===== src/rtl/unidade_busca.sv =====
// Fetch / program-counter stage of the single-cycle MIPS core: holds the PC, selects the
// next PC (sequential, branch, J/JAL, JR) and freezes in HALT or FAULT until reset.
module unidade_busca #(
  parameter logic [31:0] RESET_PC  = 32'h0000_0000,
  parameter int          MEM_WORDS = 256,
  parameter int          COUNT_W   = 32
) (
  input  logic               clk,
  input  logic               reset,
  input  logic               en,
  input  logic               branch_taken,
  input  logic [15:0]        imm,
  input  logic               jump,
  input  logic [25:0]        jtarget,
  input  logic               jump_reg,
  input  logic [31:0]        reg_target,
  input  logic               halt_req,
  output logic [31:0]        pc,
  output logic [31:0]        pc_plus4,
  output logic               halted,
  output logic               fault,
  output logic [COUNT_W-1:0] instr_count
);

  typedef enum logic [1:0] {
    ST_RUN,
    ST_HALT,
    ST_FAULT
  } state_t;

  localparam logic [31:0] ADDR_LIMIT = 32'(4 * MEM_WORDS);

  state_t               r_state;
  state_t               w_state_next;
  logic [31:0]          r_pc;
  logic [31:0]          w_pc_next;
  logic [COUNT_W-1:0]   r_count;
  logic [COUNT_W-1:0]   w_count_next;
  logic [31:0]          w_pc_plus4;
  logic [31:0]          w_npc;
  logic                 w_bad_target;

  assign w_pc_plus4 = r_pc + 32'd4;

  // Target selection: JR over J/JAL over branch over sequential; all arithmetic wraps at 32 bits.
  always_comb begin
    if (jump_reg)
      w_npc = reg_target;
    else if (jump)
      w_npc = {w_pc_plus4[31:28], jtarget, 2'b00};
    else if (branch_taken)
      w_npc = w_pc_plus4 + {{14{imm[15]}}, imm, 2'b00};
    else
      w_npc = w_pc_plus4;
  end

  // Wrapping past the last word is caught here too, since pc_plus4 then equals ADDR_LIMIT.
  assign w_bad_target = (w_npc[1:0] != 2'b00) || (w_npc >= ADDR_LIMIT);

  always_comb begin
    // NOTE: every signal gets a default before the case so no path leaves it unassigned (no latch).
    w_state_next = r_state;
    w_pc_next    = r_pc;
    w_count_next = r_count;
    case (r_state)
      ST_RUN: begin
        if (en) begin
          if (halt_req) begin
            w_state_next = ST_HALT;
          end else if (w_bad_target) begin
            w_state_next = ST_FAULT;
          end else begin
            w_pc_next = w_npc;
            if (r_count != {COUNT_W{1'b1}})
              w_count_next = r_count + 1'b1;
          end
        end
      end
      ST_HALT, ST_FAULT: ;
      default: w_state_next = ST_FAULT;
    endcase
  end

  always_ff @(posedge clk) begin
    // NOTE: state registers use non-blocking assignments so all of them update from pre-edge values.
    if (reset) begin
      r_state <= ST_RUN;
      r_pc    <= RESET_PC;
      r_count <= '0;
    end else begin
      r_state <= w_state_next;
      r_pc    <= w_pc_next;
      r_count <= w_count_next;
    end
  end

  assign pc          = r_pc;
  assign pc_plus4    = w_pc_plus4;
  assign halted      = (r_state == ST_HALT);
  assign fault       = (r_state == ST_FAULT);
  assign instr_count = r_count;

endmodule

===== config.mk =====
export PLATFORM = sky130hd
export DESIGN_NAME = unidade_busca
export DESIGN_NICKNAME = d
export VERILOG_FILES = /design/src/rtl/unidade_busca.sv
export SDC_FILE = /design/constraint.sdc
export NUM_CORES = 1
export LEC_CHECK = 0
export CAP_MARGIN = 5
export CORE_MARGIN = 2
export CORE_UTILIZATION = 44
export CTS_CLUSTER_SIZE = 12
export DETAILED_ROUTE_END_ITERATION = 8
export GPL_ROUTABILITY_DRIVEN = 1
export PLACE_DENSITY = 0.86
export SLEW_MARGIN = 10
export SYNTH_ARGS = -nofsm -noshare
export SYNTH_HDL_FRONTEND = slang
export SYNTH_SLANG_ARGS = --single-unit

===== constraint.sdc =====
create_clock -name clk -period 5.04 [get_ports clk]
set_clock_uncertainty 0.15 [all_clocks]
set_input_delay 0.504 -clock clk [delete_from_list [all_inputs] [get_ports clk]]
set_output_delay 0.504 -clock clk [all_outputs]
set_load 0.01 [all_outputs]

==> key figures <==
Status
  – Status: completed

Place
  – Setup slack after placement: -347.7 ps
  – Post-DP HPWL: 18070 um
  – Port bufs: 178
  – Dpl cells: 1206
  – Final RePlAce weighted congestion: 1.010

Power and ir drop
  – Psw: 0.0004258 W
  – Clock network power share: 41.0%
  – Cell-internal power: 0.001092 W
  – Logic gate share of total power: 23.9%
  – Power density cells: 159.9 nW/um2
  – Seq pwr share: 35.1%
  – Pleak: 3.697 nW
  – Switching Share: 28.06%
  – Peak VDD IR: 0.1948 mV

Global routing
  – Initial antenna violation count: 0
  – GRT Total Usage: 30.17%
  – First-pass GRT wire length: 35370 um
  – GRT overflow: 0
  – Vias in the first global route: 6809
  – Largest net degree at the start of global routing: 53

Route
  – Drt total wl: 24450 um
  – Drt first-iter violations: 851
  – DR pass1 iterations: 5
  – Routed len/inst: 19.68 um
  – Drt drc: 0
  – Total number of vias: 7608
  – Number of routed nets with antenna violations: 0
  – Vias/cell: 6.126

STA
  – Slew Limit Headroom: 34.08%
  – Fmax: 202.8 MHz
  – Worst hold slack: 363.9 ps
  – Final Max Tran Viols: 0
  – Setup violators final: 0
  – Worst Tran Pin Value: 988.8 ps
  – Min cycle time layout: 4931 ps
  – Fin crit share: 97.83%
  – Final Hold Vio Count: 0
  – Setup tns final: 0 ps
  – Setup ws final: 109.1 ps

Synthesis
  – Yosys reg bits: 66
  – Post-synth top flop: dfxtp_1
  – Synth area leaders: dfxtp_1 (22%), ha_1 (7.4%), a21oi_1 (4.9%)
  – Syn_area_per_cell: 7.535 um2
  – Count leader, synth: nand2_1
  – Leading area contributor after synthesis: dfxtp_1
  – Sequential element share of the synthesized area: 21.65%
  – Post-synth ARST share: 0%
  – YS warnings: 0
  – Syn Nets: 928
  – Number of synthesized flops with an enable pin: 0
  – Synth top area share: 21.65%
  – Mapped cell area: 6103 um2
  – Post-synth top cells: nand2_1 (70), dfxtp_1 (66), a21oi_1 (60)
  – Distinct cells, synth: 74
  – Gate Count Post-Synth: 810

Worst setup path
  – Worst-path maximum fanout: 13
  – Worst setup EP type: flip-flop
  – Startpoint types: flip-flop
  – CP required: 5140 ps
  – Arrival time worst endpoint: 5040 ps
  – Critical setup path kind: flip-flop to flip-flop

Min path
  – Worst hold-check path type: flip-flop to flip-flop

Flow run
  – Max Cap Viol: 0

Layout
  – Final core area utilization: 69.17%
  – Layout area overhead: 55.47%
  – Non-filler cells, final: 1242
  – # fillers: 1086
  – N_diodes: 0
  – Fraction of layout cells with a size suffix above 1: 19.49%
  – Nets: 1175

Floorplan
  – Core area: 13720 um2
  – Die ar.: 14830 um2
  – Initial core utilization: 44.49%
  – Num rows: 43
  – Die height: 121.8 um
  – Die width: 121.8 um
  – IO Pins: 179

Clock tree
  – Max clock buf depth: 2
  – Clock root cell: clkbuf_16
  – Worst-path clk slew: 60 ps
  – TritonCTS Buffers: 9
  – Worst-Skew Late Latency: 340 ps
  – Clock sink total: 66
  – TritonCTS clock tree: done
  – CTS H-Tree Depth: 3
## worst paths after layout
kind              startpoint         endpoint  slack, ps  cells past startpoint
hold reg to reg        pc[1]            pc[1]        360                      1
hold / removal         pc[1]            pc[1]        360                      1
setup reg to reg       pc[2]  instr_count[29]        110                     21
setup / recovery       pc[2]  instr_count[29]        110                     21
## cell families (layout without fill, tap and decap cells)
| group | after synthesis | count (layout) | share of synthesized area (%) |
|---|---|---|---|
| AND/OR/NAND/NOR | 351 | 352 | 31.67 |
| AO/OA/AOI/OAI | 215 | 215 | 23.17 |
| buffers and inverters | 67 | 318 | 4.592 |
| flip-flops | 66 | 66 | 21.65 |
| XOR/XNOR | 50 | 50 | 7.175 |
| adder cells (fa/ha/maj) | 37 | 37 | 7.708 |
| multiplexers | 24 | 24 | 4.038 |
## sequential cells by signal, indices dropped and copies added (netlist names)
| name | cells |
|---|---|
| r_state | 2 |
| pc | 32 |
| instr_count | 32 |
## cell type report
cell class / instances / area (um2) / share of cell area [%]
well taps: 180 / 225.2 / 2.373
repair buffers: 280 / 2574 / 27.12
multi-input cells: 678 / 4987 / 52.56
clock buffers: 10 / 229.0 / 2.413
flip-flops and latches: 66 / 1326 / 13.98
clock inverters: 6 / 65.06 / 0.6857
inverters: 22 / 82.58 / 0.8703
## per-layer routing
layer	track usage, %	vias up	share of wire, %
met3	5.524	63	8.6
met1	40.26	3608	41
met4	12.00	0	3.2
met2	48.15	406	47
met5	0	-	0
li1	-	3531	-
## placed cells by master, fill, tap and decap left out, types with 15 or more instances in the layout
cell type | synthesis | layout
o21ai_0 | 40 | 33
xnor2_1 | 27 | 20
inv_1 | 22 | 22
dfxtp_1 | 66 | 62
and2_1 | 34 | 34
nand4_1 | 25 | 25
buf_4 | 3 | 96
ha_1 | 36 | 25
a211oi_1 | 15 | 15
mux2i_1 | 19 | 18
nand3_1 | 35 | 33
nand2_1 | 70 | 70
clkdlybuf4s50_1 | 0 | 177
xor2_1 | 23 | 20
nor2_1 | 56 | 55
or4_1 | 17 | 17
a21oi_1 | 60 | 50
nor3_1 | 23 | 21
o31ai_1 | 16 | 16
## power by group through the flow
stage          Clock, W  Combinational (W)  Sequential (W)
4_1_cts        0.000626           0.000324        0.000533
6_report       0.000622           0.000363        0.000533
5_1_grt        0.000649           0.000384        0.000534
3_5_place_dp          0           0.000315        0.000544
2_1_floorplan         0           0.000162        0.000543
3_3_place_gp          0           0.000313        0.000543
## critical path: stages, from the launching register on
cell and delay (ps):
dfxtp_2 330, buf_4 140, nand4_1 100, buf_4 170, nor4_4 310, buf_4 180, buf_4 140, nand3_2 120
xnor2_2 200, ha_1 340, and4_4 220, and2_1 160, buf_4 120, nand4_1 110, nor3_2 290, mux2i_2 330
o211ai_1 190, nor4_2 210, buf_4 260, nand2_8 100, or4_1 510, a21oi_1 160
## stage by stage
step,total power [W],cell area [um2]
detailed placement,0.0008593,8546
global placement,0.0008563,8546
floorplan,0.0007048,6118
global route,0.001567,9489
CTS,0.001483,8900
finish,0.001517,9489
## timing repair
action / 4_1_cts / 5_1_grt
setup buffers: 6 / 10
gates cloned: 0 / 4
endpoints found under the setup margin: 66 / 66
pin swaps: 3 / 15
hold buffers: 0 / 0
gates resized for setup: 6 / 97
(Power assumes the default switching activity.)
==> RTL change 1 (same settings) <==
`COUNT_W`: 32 -> 48.
--- a/src/rtl/unidade_busca.sv
+++ b/src/rtl/unidade_busca.sv
@@ -4,5 +4,5 @@
   parameter logic [31:0] RESET_PC  = 32'h0000_0000,
   parameter int          MEM_WORDS = 256,
-  parameter int          COUNT_W   = 32
+  parameter int          COUNT_W   = 48
 ) (
   input  logic               clk,
Ports: changed (resized instr_count); port bits go from 179 to 195. No check against the original RTL was run, so the function may have changed too.
==> RTL change 1 against the original RTL <==
  * The run now ends with setup timing left
  * Setup slack lost 0.18 ns
  * Cell area grew 22%
  * Wire length grew 28%
  * Power grew 13%
  * Die area grew 21%
  * Sequential cell count grew 16
  * Via count grew 28%
  * Synthesized area grew 21%
  * Non-clock buffer count grew 82
  * Critical path type unchanged
  * Largest cell class unchanged
==> RTL change 1: results (changes against the original RTL) <==
- The flow ran to the end, but the final reports show violations.
- The biggest cell delay along the critical path is 0.53 ns (+0.02 ns).
- The routability congestion estimate is 0.985 (-2.5%).
- The met1 global-route usage was 40.2% (-0.054 points).
- The maximum fanout along the worst path is 8 (-5).
- The average routed wire per standard cell was 20.1 µm (+1.9%).
- The worst supply voltage drop on vdd is 0.000185 V (-5.3%).
- The xor and xnor fraction of the mapped netlist area is 5.56% (-1.6 points).
- The number of violations reported at the end of detailed-routing iteration 0 came to 840 (-1.3%).
- The switching power share of the total is 27.5% (-0.59 points).
- The wire length of the first global-routing pass is 46100 µm (+30%).
- The number of global-route vias before repair came to 8961 (+32%).
- The final worst slack is -0.0683 ns (-0.177 ns).
- The mean instance size in the synthesized netlist was 7.28 µm² (-3.4%).
- The clock buffer count from CTS was 9 (unchanged).
- The met2 routing resource usage after global routing is 53.5% (+5.4 points).
- The number of cells in the design after placement is 1521 (+26%).
- The global-route usage over all layers is 31.9% (+1.7 points).
- The worst setup timing slack at the placement stage is -0.203 ns (+0.144 ns).
- The vias per cell is 6.27 (+2.4%).
- The area share of fa/ha/maj cells after synthesis came to 6.18% (-1.5 points).
- The number of nets in the final layout is 1446 (+23%).
- The worst hold slack after final layout is 0.360 ns (-0.00412 ns).
- The sink of the worst hold path is instr_count[32]$_SDFFE_PP0P_.
- The leakage power came to 4.50 nW (+22%).
- The portion of the post-synthesis area used by sequential elements is 22.2% (+0.52 points).
- The die footprint was 0.0179 mm² (+21%).
- The final setup violation count is 3 (+3).
- The multiplexer area fraction after synthesis is 2.53% (-1.5 points).
- The share of layout cells above drive strength 1 is 23.3% (+3.8 points).
- The post-route setup TNS is -0.0861 ns (-0.0861 ns).
- The class of the tightest hold or removal check is reg2reg.
- The sum of net half-perimeters after detailed placement came to 23300 µm (+29%).
- The global-route met3 utilization was 6.32% (+0.79 points).
- Sorting the synthesized cells by how often they occur yields 91 x nand2_1, 82 x dfxtp_1, 75 x nor2_1.
- The worst slew slack as a fraction of its limit is 34.6% (+0.49 points).
- The pin count of the biggest net entering global routing was 58 (+9.4%).
- The share of power burned in combinational logic came to 23.7% (-0.2 points).
- The sum of met3 wire segment lengths after detailed routing is 2920 µm (+38%).
- The launch point of the worst reg-to-reg path is pc[13]$_SDFFE_PP0P_.
- The area fraction in compound gates after synthesis is 23.2% (+0.035 points).
- The initial antenna violation count is 0 (unchanged).
- The post-synth net total came to 1134 (+22%).
- The met2 wirelength from detailed routing is 14800 µm (+29%).
- The vias after detailed routing is 9745 (+28%).
- The endpoint of the worst-slack reg-to-reg timing path is instr_count[44]$_SDFFE_PP0P_.
- The final reports fail on setup timing.
- The total power draw is 1.72 mW (+13%).
- The number of distinct library cells after synthesis is 70 (-5.4%).
- The number of input and output port buffers inserted is 194 (+9.0%).
- Ranked by total cell area, the synthesized netlist is headed by dfxtp_1 22%, ha_1 5.9%, a21oi_1 5.0%.
- The depth of the worst hold-timing path came to 2 (+1).
- The launch instance of the worst min-delay path is instr_count[32]$_SDFFE_PP0P_.
- The worst reg2reg path depth is 19 (-9.5%).
==> RTL change 1: cell types whose count changed in the layout (fill, tap and decap cells not counted), sizes merged, moves of 16 or more <==
| cell | before | now |
|---|---|---|
| buf | 103 | 169 |
| or3 | 7 | 24 |
| nand2 | 72 | 91 |
| nand4 | 26 | 44 |
| and2 | 34 | 13 |
| nor2 | 56 | 75 |
| dfxtp | 66 | 82 |
| clkdlybuf4s50 | 177 | 193 |
| o21ai | 42 | 58 |
| and3 | 13 | 41 |
==> RTL change 1: repair_timing <==
item	CTS	global route
hold buffers	0	0
setup endpoints to repair	75	82
resized for setup	16	132
gates cloned	0	1
buffers inserted	5	12
endpoints found under the hold margin	0	0
pin swaps	6	53
==> RTL change 1: area by class of cell <==
class	count	area, µm²
clock buffers	12	246
clock inverters	4	51.3
fillers	1304	4950
inverters	36	135
multi-input cells	838	5970
flip-flops and latches	82	1660
well taps	220	275
repair buffers	362	3230
==> RTL change 2 (same flow settings) <==
Without the edit above. The 3 states of `state_t` get a one-hot encoding in 3 bits.
--- a/src/rtl/unidade_busca.sv
+++ b/src/rtl/unidade_busca.sv
@@ -23,8 +23,8 @@
 );
 
-  typedef enum logic [1:0] {
-    ST_RUN,
-    ST_HALT,
-    ST_FAULT
+  typedef enum logic [2:0] {
+    ST_RUN   = 3'b001,
+    ST_HALT  = 3'b010,
+    ST_FAULT = 3'b100
   } state_t;
 
Function: same outputs for any inputs over 4 cycles, from zero or initial values and one cycle with reset high; so few cycles prove little.
==> RTL change 2 against the original RTL <==
  * The run now ends with setup timing left
  * Worst hold slack got worse by 0.014 ns
  * Wire length rose by 6.8%
  * Utilization rose by 6.7 points
  * Power fell by 8.1%
  * Cell area rose by 6.2%
  * Non-clock buffer count rose by 59
  * Sequential cell count rose by 1
  * Synthesized area fell by 1.7%
  * Setup slack got worse by 0.12 ns
==> RTL change 2: results (changes against the original RTL) <==
- The checks that failed: setup timing.
- The average routed wire per standard cell is 19.9 µm (+1.1%).
- The depth of the worst hold-timing path was 2 (+1).
- The launch point of the worst reg-to-reg path is pc[3]$_SDFFE_PP0P_.
- The final worst slack was -0.0141 ns (-0.123 ns).
- In the post-synthesis netlist, the biggest area contributors are dfxtp_1 22%, ha_1 6.5%, a21oi_1 5.3%.
- The global-route usage over all layers came to 32.8% (+2.7 points).
- The worst hold slack after final layout is 0.349 ns (-0.0145 ns).
- The met2 routing resource usage after global routing was 54.1% (+5.9 points).
- The number of violations reported at the end of detailed-routing iteration 0 is 856 (+0.59%).
- The final setup violation count is 1 (+1).
- The wire length of the first global-routing pass came to 38000 µm (+7.4%).
- The worst setup timing slack at the placement stage is -0.260 ns (+0.0878 ns).
- The met1 global-route usage was 41.5% (+1.3 points).
- The commonest cells after synthesis are 82 x nand2_1, 74 x nor2_1, 67 x dfxtp_1.
- The minimum setup slack among reg-to-reg paths is -0.01 ns (-0.12 ns).
- The global-route met3 utilization is 6.18% (+0.65 points).
- The biggest cell delay along the critical path came to 0.46 ns (-0.05 ns).
- The path with the worst hold slack has its endpoint at instr_count[12]$_SDFFE_PP0P_.
- The initial antenna violation count was 1 (+1).
- The startpoint identified for the worst hold timing path is instr_count[12]$_SDFFE_PP0P_.
- The pin count of the biggest net entering global routing came to 29 (-45%).
- The sum of net half-perimeters after detailed placement came to 19200 µm (+6.4%).
- The routed wire length is 26100 µm (+6.8%).
- The mean instance size in the synthesized netlist is 7.31 µm² (-3.0%).
- The number of global-route vias before repair is 7443 (+9.3%).
- The number of distinct library cells after synthesis is 71 (-4.1%).
- The worst register-to-register path ends at instr_count[23]$_SDFFE_PP0P_.
- The worst slew slack as a fraction of its limit came to 26.2% (-7.9 points).
- The portion of the post-synthesis area used by sequential elements is 22.4% (+0.70 points).
- The routability congestion estimate is 1.01 (-0.38%).
- The vias per cell is 6.11 (-0.33%).
- The post-synth net total came to 934 (+0.65%).
- The run finished, with violations left.
- The worst supply voltage drop on vdd is 0.000203 V (+4.1%).
## RTL change 2: cell types whose count changed in the layout (fill, tap and decap cells not counted), sizes merged, moves of 7 or more
cell | unedited run | this run
o21ai | 42 | 50
nand2 | 72 | 82
nor2 | 56 | 75
and4 | 11 | 4
or3 | 7 | 18
xor2 | 23 | 12
nand4 | 26 | 18
buf | 103 | 161
## RTL change 2: kinds of logic (layout without fill, tap and decap cells)
logic type                 after synthesis  count (layout)  share of synthesized area, %
and+or+nand+nor                        367             367                          32.2
muxes                                   23              23                          4.00
AOI/OAI and AO/OA                      229             229                          25.0
adders and majority gates               32              32                          6.80
buffers and inverters                   67             382                          4.40
xor gates and xnor gates                36              36                          5.25
DFF                                     67              67                          22.4
## RTL change 2: timing repair
| action | in CTS | in global routing |
|---|---|---|
| gates cloned | 0 | 1 |
| gates resized for setup | 25 | 134 |
| endpoints found under the setup margin | 38 | 64 |
| setup buffers | 6 | 17 |
| pin swaps | 5 | 35 |
## RTL change 2: worst max path at each step
stage	from	endpoint	slack, ns	cells past startpoint
CTS	pc[2]$_SDFFE_PP0P_	instr_count[29]$_SDFFE_PP0P_	0.003	20
finish	pc[3]$_SDFFE_PP0P_	instr_count[23]$_SDFFE_PP0P_	-0.01	22
global placement	pc[3]$_SDFFE_PP0P_	instr_count[4]$_SDFFE_PP0P_	-0.12	18
detailed placement	pc[3]$_SDFFE_PP0P_	instr_count[4]$_SDFFE_PP0P_	-0.26	17
global route	pc[3]$_SDFFE_PP0P_	instr_count[23]$_SDFFE_PP0P_	-0.12	22
floorplan	pc[2]$_SDFFE_PP0P_	instr_count[24]$_SDFFE_PP0P_	0.04	18
## RTL change 2: power by group
group / total [mW] / switching, mW / internal, mW
Sequential: 0.534 / 0.00291 / 0.531
Combinational: 0.283 / 0.143 / 0.140
Clock: 0.577 / 0.209 / 0.368
Total: 1.39 / 0.355 / 1.04
## RTL change 2: routing by layer
layer  part of all wire [%]  wire, µm
met1                     40     10400
met2                     47     12300
met3                    8.6      2250
met4                    4.6      1190
met5                  0.050        13
## RTL change 2: layout make-up
class / count / area (µm²)
repair buffers: 339 / 3050
inverters: 28 / 105
fillers: 900 / 3210
flip-flops and latches: 67 / 1350
multi-input cells: 687 / 5070
well taps: 176 / 220
clock inverters: 2 / 10.0
clock buffers: 13 / 270
## RTL change 2: critical path: cells and delay by family (launching register included)
kind | cells | cell delay, ns
AOI/OAI and AO/OA | 6 | 1.46
adders and majority gates | 2 | 0.36
buffers and inverters | 6 | 0.88
DFF | 1 | 0.38
and+or+nand+nor | 8 | 1.75
